$ cat src/rtl/crc8_frame_ctrl_if.sv
// crc8_frame_ctrl_if: byte stream from the framing source into the CRC frame controller
interface crc8_frame_ctrl_if;
    logic       mode;
    logic [7:0] in_data;
    logic       in_valid;
    logic       in_last;
    logic       in_ready;
    logic       abort;
    modport master(output mode, in_data, in_valid, in_last, abort, input in_ready);
    modport slave(input mode, in_data, in_valid, in_last, abort, output in_ready);
endinterface

$ cat src/rtl/crc8_frame_ctrl.sv
// crc8_frame_ctrl: byte-framed sequencer around a bit-serial CRC-8 (poly 0x31, MSB-first,
// no reflection); reports the frame CRC in gen mode or a zero-residue check in check mode.
module crc8_frame_ctrl #(
    parameter logic [7:0] INIT      = 8'h00,
    parameter int         MAX_BYTES = 255,
    parameter int         CNT_W     = 8
) (
    input  logic                 clk,
    input  logic                 rst,
    crc8_frame_ctrl_if.slave     s,
    output logic                 busy,
    output logic                 crc_valid,
    output logic [7:0]           crc_out,
    output logic                 crc_ok,
    output logic                 len_err,
    output logic [CNT_W-1:0]     byte_cnt
);
    typedef enum logic [1:0] {IDLE, SHIFT, DONE} state_t;
    localparam logic [CNT_W-1:0] MAX_CNT = CNT_W'(MAX_BYTES);
    state_t     state, state_n;
    logic [7:0] crc, crc_n, data_q, crc_hold;
    logic [2:0] idx;
    logic       last_q, mode_q, len_flag, xfer, b, done_v;
    assign s.in_ready = state == IDLE && !s.abort && !rst;
    assign xfer       = s.in_ready && s.in_valid;
    assign b          = data_q[idx] ^ crc[7];
    assign crc_n      = {crc[6:0], 1'b0} ^ (b ? 8'h31 : 8'h00);
    // an abort landing on the DONE cycle suppresses the result entirely
    assign done_v     = state == DONE && !s.abort && !rst;
    assign busy       = state != IDLE || byte_cnt != '0;
    assign crc_valid  = done_v;
    assign crc_out    = done_v ? crc : crc_hold;
    assign crc_ok     = done_v && mode_q && crc == 8'h00 && !len_flag;
    assign len_err    = done_v && len_flag;
    always_comb begin
        state_n = state;
        state_n = s.abort          ? IDLE :
                  state == IDLE    ? (xfer ? SHIFT : IDLE) :
                  state == SHIFT   ? (idx != 3'd0 ? SHIFT : last_q ? DONE : IDLE) :
                                     IDLE;
    end
    always_ff @(posedge clk) begin
        if (rst) begin
            state    <= IDLE;
            crc      <= INIT;
            crc_hold <= 8'h00;
            data_q   <= 8'h00;
            idx      <= 3'd0;
            last_q   <= 1'b0;
            mode_q   <= 1'b0;
            len_flag <= 1'b0;
            byte_cnt <= '0;
        end else begin
            state <= state_n;
            if (s.abort) begin
                crc      <= INIT;
                byte_cnt <= '0;
                len_flag <= 1'b0;
            end else if (xfer) begin
                data_q <= s.in_data;
                last_q <= s.in_last;
                idx    <= 3'd7;
                if (byte_cnt == '0) mode_q <= s.mode;
                if (byte_cnt == MAX_CNT) len_flag <= 1'b1;
                else byte_cnt <= byte_cnt + CNT_W'(1);
            end else if (state == SHIFT) begin
                crc <= crc_n;
                idx <= idx - 3'd1;
            end else if (state == DONE) begin
                crc_hold <= crc;
                crc      <= INIT;
                byte_cnt <= '0;
                len_flag <= 1'b0;
            end
        end
    end
endmodule

$ cat src/flat_wrapper.sv
// flat-port wrapper written by rule: the top's interface ports become plain ports
module crc8_frame_ctrl_flat 
#(
    parameter logic [7:0] INIT      = 8'h00,
    parameter int         MAX_BYTES = 255,
    parameter int         CNT_W     = 8
)
  (clk, rst, busy, crc_valid, crc_out, crc_ok, len_err, byte_cnt, s_mode, s_in_data, s_in_valid, s_in_last, s_abort, s_in_ready);
  crc8_frame_ctrl_if s_i ();
  input  logic clk;
  input  logic rst;
  output logic busy;
  output logic crc_valid;
  output logic [7:0] crc_out;
  output logic crc_ok;
  output logic len_err;
  output logic [CNT_W-1:0] byte_cnt;
  input wire logic [$bits(s_i.mode)-1:0] s_mode;
  input wire logic [$bits(s_i.in_data)-1:0] s_in_data;
  input wire logic [$bits(s_i.in_valid)-1:0] s_in_valid;
  input wire logic [$bits(s_i.in_last)-1:0] s_in_last;
  input wire logic [$bits(s_i.abort)-1:0] s_abort;
  output wire logic [$bits(s_i.in_ready)-1:0] s_in_ready;
  assign s_i.mode = s_mode;
  assign s_i.in_data = s_in_data;
  assign s_i.in_valid = s_in_valid;
  assign s_i.in_last = s_in_last;
  assign s_i.abort = s_abort;
  assign s_in_ready = s_i.in_ready;
  crc8_frame_ctrl #(.INIT(INIT), .MAX_BYTES(MAX_BYTES), .CNT_W(CNT_W)) u_core (.clk(clk), .rst(rst), .s(s_i), .busy(busy), .crc_valid(crc_valid), .crc_out(crc_out), .crc_ok(crc_ok), .len_err(len_err), .byte_cnt(byte_cnt));
endmodule
$ cat config.mk
export PLATFORM = sky130hd
export DESIGN_NAME = crc8_frame_ctrl_flat
export DESIGN_NICKNAME = d
export VERILOG_FILES = /design/src/rtl/crc8_frame_ctrl_if.sv /design/src/rtl/crc8_frame_ctrl.sv /design/src/flat_wrapper.sv
export SDC_FILE = /design/constraint.sdc
export NUM_CORES = 1
export LEC_CHECK = 0
export CORE_ASPECT_RATIO = 1.25
export CORE_MARGIN = 2
export CORE_UTILIZATION = 47
export CTS_CLUSTER_SIZE = 16
export DETAILED_ROUTE_END_ITERATION = 10
export MAX_ROUTING_LAYER = met4
export PLACE_DENSITY = 0.75
export SYNTH_ARGS = -nofsm -noshare
export SYNTH_HDL_FRONTEND = slang
export SYNTH_SLANG_ARGS = --single-unit
$ cat constraint.sdc
create_clock -name clk -period 2.3 [get_ports clk]
set_clock_uncertainty 0.1 [all_clocks]
set_input_delay 0.69 -clock clk [delete_from_list [all_inputs] [get_ports clk]]
set_output_delay 0.69 -clock clk [all_outputs]
set_load 0.05 [all_outputs]
* Word level (Yosys, flattened, before mapping)
Index checks and enable logic that the tools add are counted.
Storage, ports and cells: register bits after elaboration 40, input bits 14, output and inout port bits 21, word-level logic and storage cells 73
Cells by class: add/subtract/negate cells 2, magnitude comparators 1, eq/ne operators 6, mux-type cells 20, bitwise logic cells 5, reductions and logical operators 30
Operators by type and width (number):
- 8-bit 2-to-1 mux | 6
- 8-bit zero test | 2
- 1-bit logical AND | 9
- 3-bit AND reduction | 3
- 8-bit by 1-bit adder with 8-bit output, second input constant | 1
- 8-bit == test, second input constant | 1
- 2-bit 2-to-1 mux | 4
- 2-bit nonzero test | 4
- 8-bit nonzero test | 1
- 8-bit XOR | 1
- 1-bit 2-to-1 mux | 6
- 3-bit 2-to-1 mux | 2
- 6-bit 2-to-1 mux | 1
- 2-bit AND reduction | 3
- 3-bit by 4-bit < comparator with 1-bit output, second input constant | 1
- 2-bit != test, second input constant | 2
- 4-bit AND reduction | 1
- 1-bit binary-select mux with 3-bit select | 1
- 1-bit zero test | 3
- 1-bit inverter | 3
- 3-bit nonzero test | 1
- 3-bit by 1-bit subtractor with 3-bit output, second input constant | 1
- 2-bit by 1-bit == test with 1-bit output, second input constant | 1
- 2-bit == test, second input constant | 1
- other kinds (5) | 5

* Depth between registers and ports, before layout
word-level depth 6, depth in mapped cells 8, mapped depth without buffers 7

* Least setup slack after synthesis
OpenSTA, ideal clock, no wires.
kind input -> output, start point in s_abort, end point out crc_ok, arrival 3.219 ns, required time 1.510 ns, slack -1.709 ns, stages 5, path buffers 1, path through nor2_1 > and2_1 > clkbuf_1 > nand2_1 > nor4_1
Between the ends: cells in the longest elaborated chain, start to end 6
Ends and longest elaborated chain:
- start: declaration | RTL line flat_wrapper.sv:22 | input wire logic [$bits(s_i.abort)-1:0] s_abort;
- 1-bit zero test | RTL line crc8_frame_ctrl.sv:29 | assign done_v = state == DONE && !s.abort && !rst;
- 1-bit logical AND (2 in a row) | RTL line crc8_frame_ctrl.sv:29
- net crc_valid | RTL line flat_wrapper.sv:13 | output logic crc_valid;
- 1-bit logical AND (3 in a row) | RTL line crc8_frame_ctrl.sv:33 | assign crc_ok = done_v && mode_q && crc == 8'h00 && !len_flag;
- end: declaration | RTL line flat_wrapper.sv:15 | output logic crc_ok;
The timed path passes the listed nets, and every way through them passes these cells.

* Final worst setup path
start point reg u_core.byte_cnt[1], end point out busy
Between the ends: cells in the longest elaborated chain, start to end 2
Ends and longest elaborated chain:
- start: declaration | RTL line crc8_frame_ctrl.sv:16 | output logic [CNT_W-1:0] byte_cnt
- start signal: assignment | RTL line crc8_frame_ctrl.sv:65 | else byte_cnt <= byte_cnt + CNT_W'(1);
- 8-bit nonzero test | RTL line crc8_frame_ctrl.sv:30 | assign busy = state != IDLE || byte_cnt != '0;
- 1-bit logical OR | RTL line crc8_frame_ctrl.sv:30
- end: declaration | RTL line flat_wrapper.sv:12 | output logic busy;
Every way passes these cells.

==> flow_summary_export.csv <==
group,metric,value,unit
pwr,p_clk_share,37.0,%
status,violations,"setup timing",
pwr,p_sw_share,24.3,%
layout,drive_gt1_share,33.3,%
global_routing,gr-total-overflow,0,
drt,drt_pass1_iterations,4,
sta,slew_violations,0,
hold_path,hold_end,"u_core.data_q[6]",
worst_setup_path,critPathArrivalTime,1.78,ns
clock_tree,numClockSinks,40,
pwr,p_leak,1.06,nW
worst_setup_path,cp_max_fo,2,
sta,grt_setup_unrepaired,"yes",
worst_setup_path,rrSetupSlack,0.34,ns
global_routing,grt_pass1_vias,1720,
sta,finalSetupTns,-1.37,ns
worst_setup_path,required,1.51,ns
clock_tree,cts_buffers,5,
clock_tree,hold_buffers,0,
die,core-area,0.00407,mm2
layout,n_antenna_cell,0,
drt,vias,1742,
status,status,"complete, but fails checks",
clock_tree,clock_latency,0.30,ns
worst_setup_path,end_kind,"output pin",
placement,hpwl,3050,um
worst_setup_path,worst-setup-path-type,"reg2out",
clock_tree,cts_tree,"done",
logic_synthesis,postSynthAreaPerCell,8.85,um2
sta,fmax,390,MHz
global_routing,grt_max_degree,25,
worst_setup_path,startpoint_type,"register",
sta,holdWs,0.356,ns
worst_setup_path,reg2regPathDepth,5,
clock_tree,path_clk_slew,0.08,ns
placement,gp_congestion,0.843,
pwr,power_switching,325,uW
drt,remaining_drc_errors,0,
sta,finalSetupViolations,10,
drt,detail_route.wl_per_cell,12.9,um
layout,finish.net_count,303,
drt,drt_first_iter_violations,101,
layout,syn_to_final_growth,43.3,%
logic_synthesis,syn_nets,246,
pwr,vdd_drop_max,0.000339,V
sta,finalCriticalPeriod,2.57,ns
sta,worst_slew_pin_slew,0.428,ns
drt,routed_wl,4360,um
pwr,p_int,1.01,mW
pwr,seq_power_share,53.0,%
run,cap_violations,0,
die,rows,26,
worst_setup_path,r2r-start,"u_core.idx[1]",
die,die-area,0.00476,mm2
sta,slew_headroom,71.5,%
placement,port_buffers,34,
pwr,powerDensity,471,mW/mm2
clock_tree,htree_levels,2,
hold_path,hold_start,"u_core.data_q[6]",
global_routing,grt_usage,22.2,%
logic_synthesis,syn_area,0.00198,mm2
logic_synthesis,synthCells,224,
worst_setup_path,r2r-end,"u_core.crc[4]",
global_routing,grt_antenna_before_repair,0,
sta,fin_crit_sh,112,%
logic_synthesis,post_synth_num_cell_types,40,
clock_tree,clk_root_buffer_cell,"clkbuf_8",
drt,ant_nets,0,
logic_synthesis,yosys_warnings,0,
pwr,power_frac_comb,10.0,%
sta,fin_ws,-0.267,ns
clock_tree,clock_path_buffers,2,
global_routing,grt_pass1_wl,7780,um
logic_synthesis,ys_seq_area_share,40.4,%
logic_synthesis,synth_seq_cells,40,
die,die_y,76.6,um
die,start_util,48.7,%
hold_path,hold-path-cell-count,2,
die,die_w,62.1,um
drt,vias_per_cell,5.15,
hold_path,hp-class,"reg2reg",
sta,hold_viol_final,0,
die,num_io_pins,35,
[worst max-delay path by stage]
stage	start	to	slack (ns)	cells after the start
2_1_floorplan	s_abort	crc_ok	-0.27	5
3_3_place_gp	s_abort	crc_out[5]	-0.55	5
3_5_place_dp	s_abort	crc_out[6]	-0.58	5
4_1_cts	u_core.byte_cnt[1]	busy	-0.28	6
5_1_grt	u_core.byte_cnt[0]	busy	-0.32	6
6_report	u_core.byte_cnt[1]	busy	-0.27	6
[cells in the mapped netlist]
master | count | area, um2
dfxtp_1 | 40 | 801
or4b_2 | 1 | 10.0
nand4b_1 | 1 | 8.76
and2_1 | 2 | 12.5
nor4b_2 | 1 | 15.0
clkbuf_1 | 6 | 22.5
buf_1 | 1 | 3.75
buf_2 | 2 | 10.0
nor4b_1 | 2 | 17.5
nor3b_1 | 1 | 7.51
and3_1 | 1 | 6.26
mux4_2 | 1 | 22.5
nand3_1 | 12 | 60.1
nand4_1 | 1 | 6.26
mux2_2 | 11 | 124
nand2b_1 | 9 | 56.3
nor2_1 | 20 | 75.1
mux2i_1 | 8 | 80.1
nor4_1 | 6 | 37.5
mux2_1 | 1 | 11.3
or2_2 | 2 | 12.5
and4bb_1 | 1 | 12.5
a211oi_1 | 2 | 15.0
nand2_1 | 26 | 97.6
nand3b_1 | 1 | 7.51
a21oi_1 | 22 | 110
xnor2_1 | 10 | 87.6
nor3_1 | 3 | 15.0
o21ai_0 | 4 | 20.0
nor2b_1 | 1 | 6.26
o21ai_1 | 1 | 5.00
buf_4 | 2 | 15.0
nand4bb_1 | 1 | 11.3
a22oi_1 | 1 | 7.51
ha_1 | 8 | 100
xor2_1 | 2 | 17.5
o21bai_2 | 1 | 11.3
o41ai_1 | 1 | 8.76
or4_1 | 1 | 7.51
inv_1 | 7 | 26.3
[critical path, cell delays in order (launching register included)]
cell,delay (ns)
dfxtp_4,0.35
inv_4,0.05
ha_4,0.12
or4b_4,0.48
nor4_4,0.24
nand2_4,0.08
buf_8,0.16
[layout make-up]
cell class / instances / area, um2
Multi-Input combinational cell: 167 / 1240
Fill cell: 320 / 1230
Sequential cell: 40 / 812
Timing Repair Buffer: 60 / 592
Clock buffer: 6 / 82.6
Tap cell: 56 / 70.1
Inverter: 7 / 31.3
Clock inverter: 2 / 13.8
[metal layers]
layer / part of all wire (%) / wire length [um] / global-route usage, %
met1: 42 / 1850 / 27.8
met3: 3.7 / 162 / 4.58
met2: 52 / 2270 / 34.7
met4: 1.7 / 72 / 7.66
met5: 0 / 0 / -
[power groups by stage]
stage,clock [mW],sequential [mW],combinational (mW)
CTS,0.510,0.708,0.133
floorplan,0,0.724,0.0708
global placement,0,0.724,0.128
finish,0.495,0.708,0.133
detailed placement,0,0.724,0.129
global route,0.540,0.710,0.148
[what timing repair did]
| item | 4_1_cts | 5_1_grt |
|---|---|---|
| setup endpoints to repair | 29 | 11 |
| gates resized for setup | 41 | 5 |
| pin swaps | 7 | 1 |
| buffers inserted | 0 | 1 |
| cloned | 1 | 0 |
[through the flow]
step / utilization [%] / total power [mW] / cells / setup slack (ns) / area (um2)
6_report: 69.8 / 1.34 / 338 / -0.267 / 2840
5_1_grt: 69.8 / 1.40 / 338 / -0.320 / 2840
4_1_cts: 69.2 / 1.35 / 337 / -0.282 / 2820
3_5_place_dp: 64.0 / 0.853 / 328 / -0.584 / 2600
3_3_place_gp: 64.0 / 0.851 / 328 / -0.552 / 2600
2_1_floorplan: - / 0.794 / 224 / -0.269 / 2070
[cell usage in the layout (no fill, tap or decap), drive strengths merged, types with 5 or more instances in the layout]
cell type	netlist	final
nor4	6	6
dfxtp	40	40
nand2	26	26
o21ai	5	5
a21oi	22	22
mux2	12	12
buf	5	49
nand2b	9	9
clkbuf	6	6
clkdlybuf4s50	0	11
xnor2	10	10
mux2i	8	8
nand3	12	12
ha	8	8
nor2	20	20
inv	7	8
[flip-flops by register name (all words and copies together), names as in the netlist]
register         cells
u_core.mode_q        1
u_core.data_q        8
u_core.crc_hold      8
u_core.byte_cnt      8
u_core.idx           3
u_core.len_flag      1
u_core.state         2
u_core.crc           8
u_core.last_q        1
[cell families after synthesis]
kind of cell               share of synthesized area, %
buffers and inverters                              3.91
DFF                                                40.4
and+or+nand+nor                                    24.4
muxes                                              12.0
adders and majority gates                          5.05
AOI/OAI and AO/OA                                  8.96
xor gates and xnor gates                           5.30
Note: power is estimated with default switching activity, not from simulation.
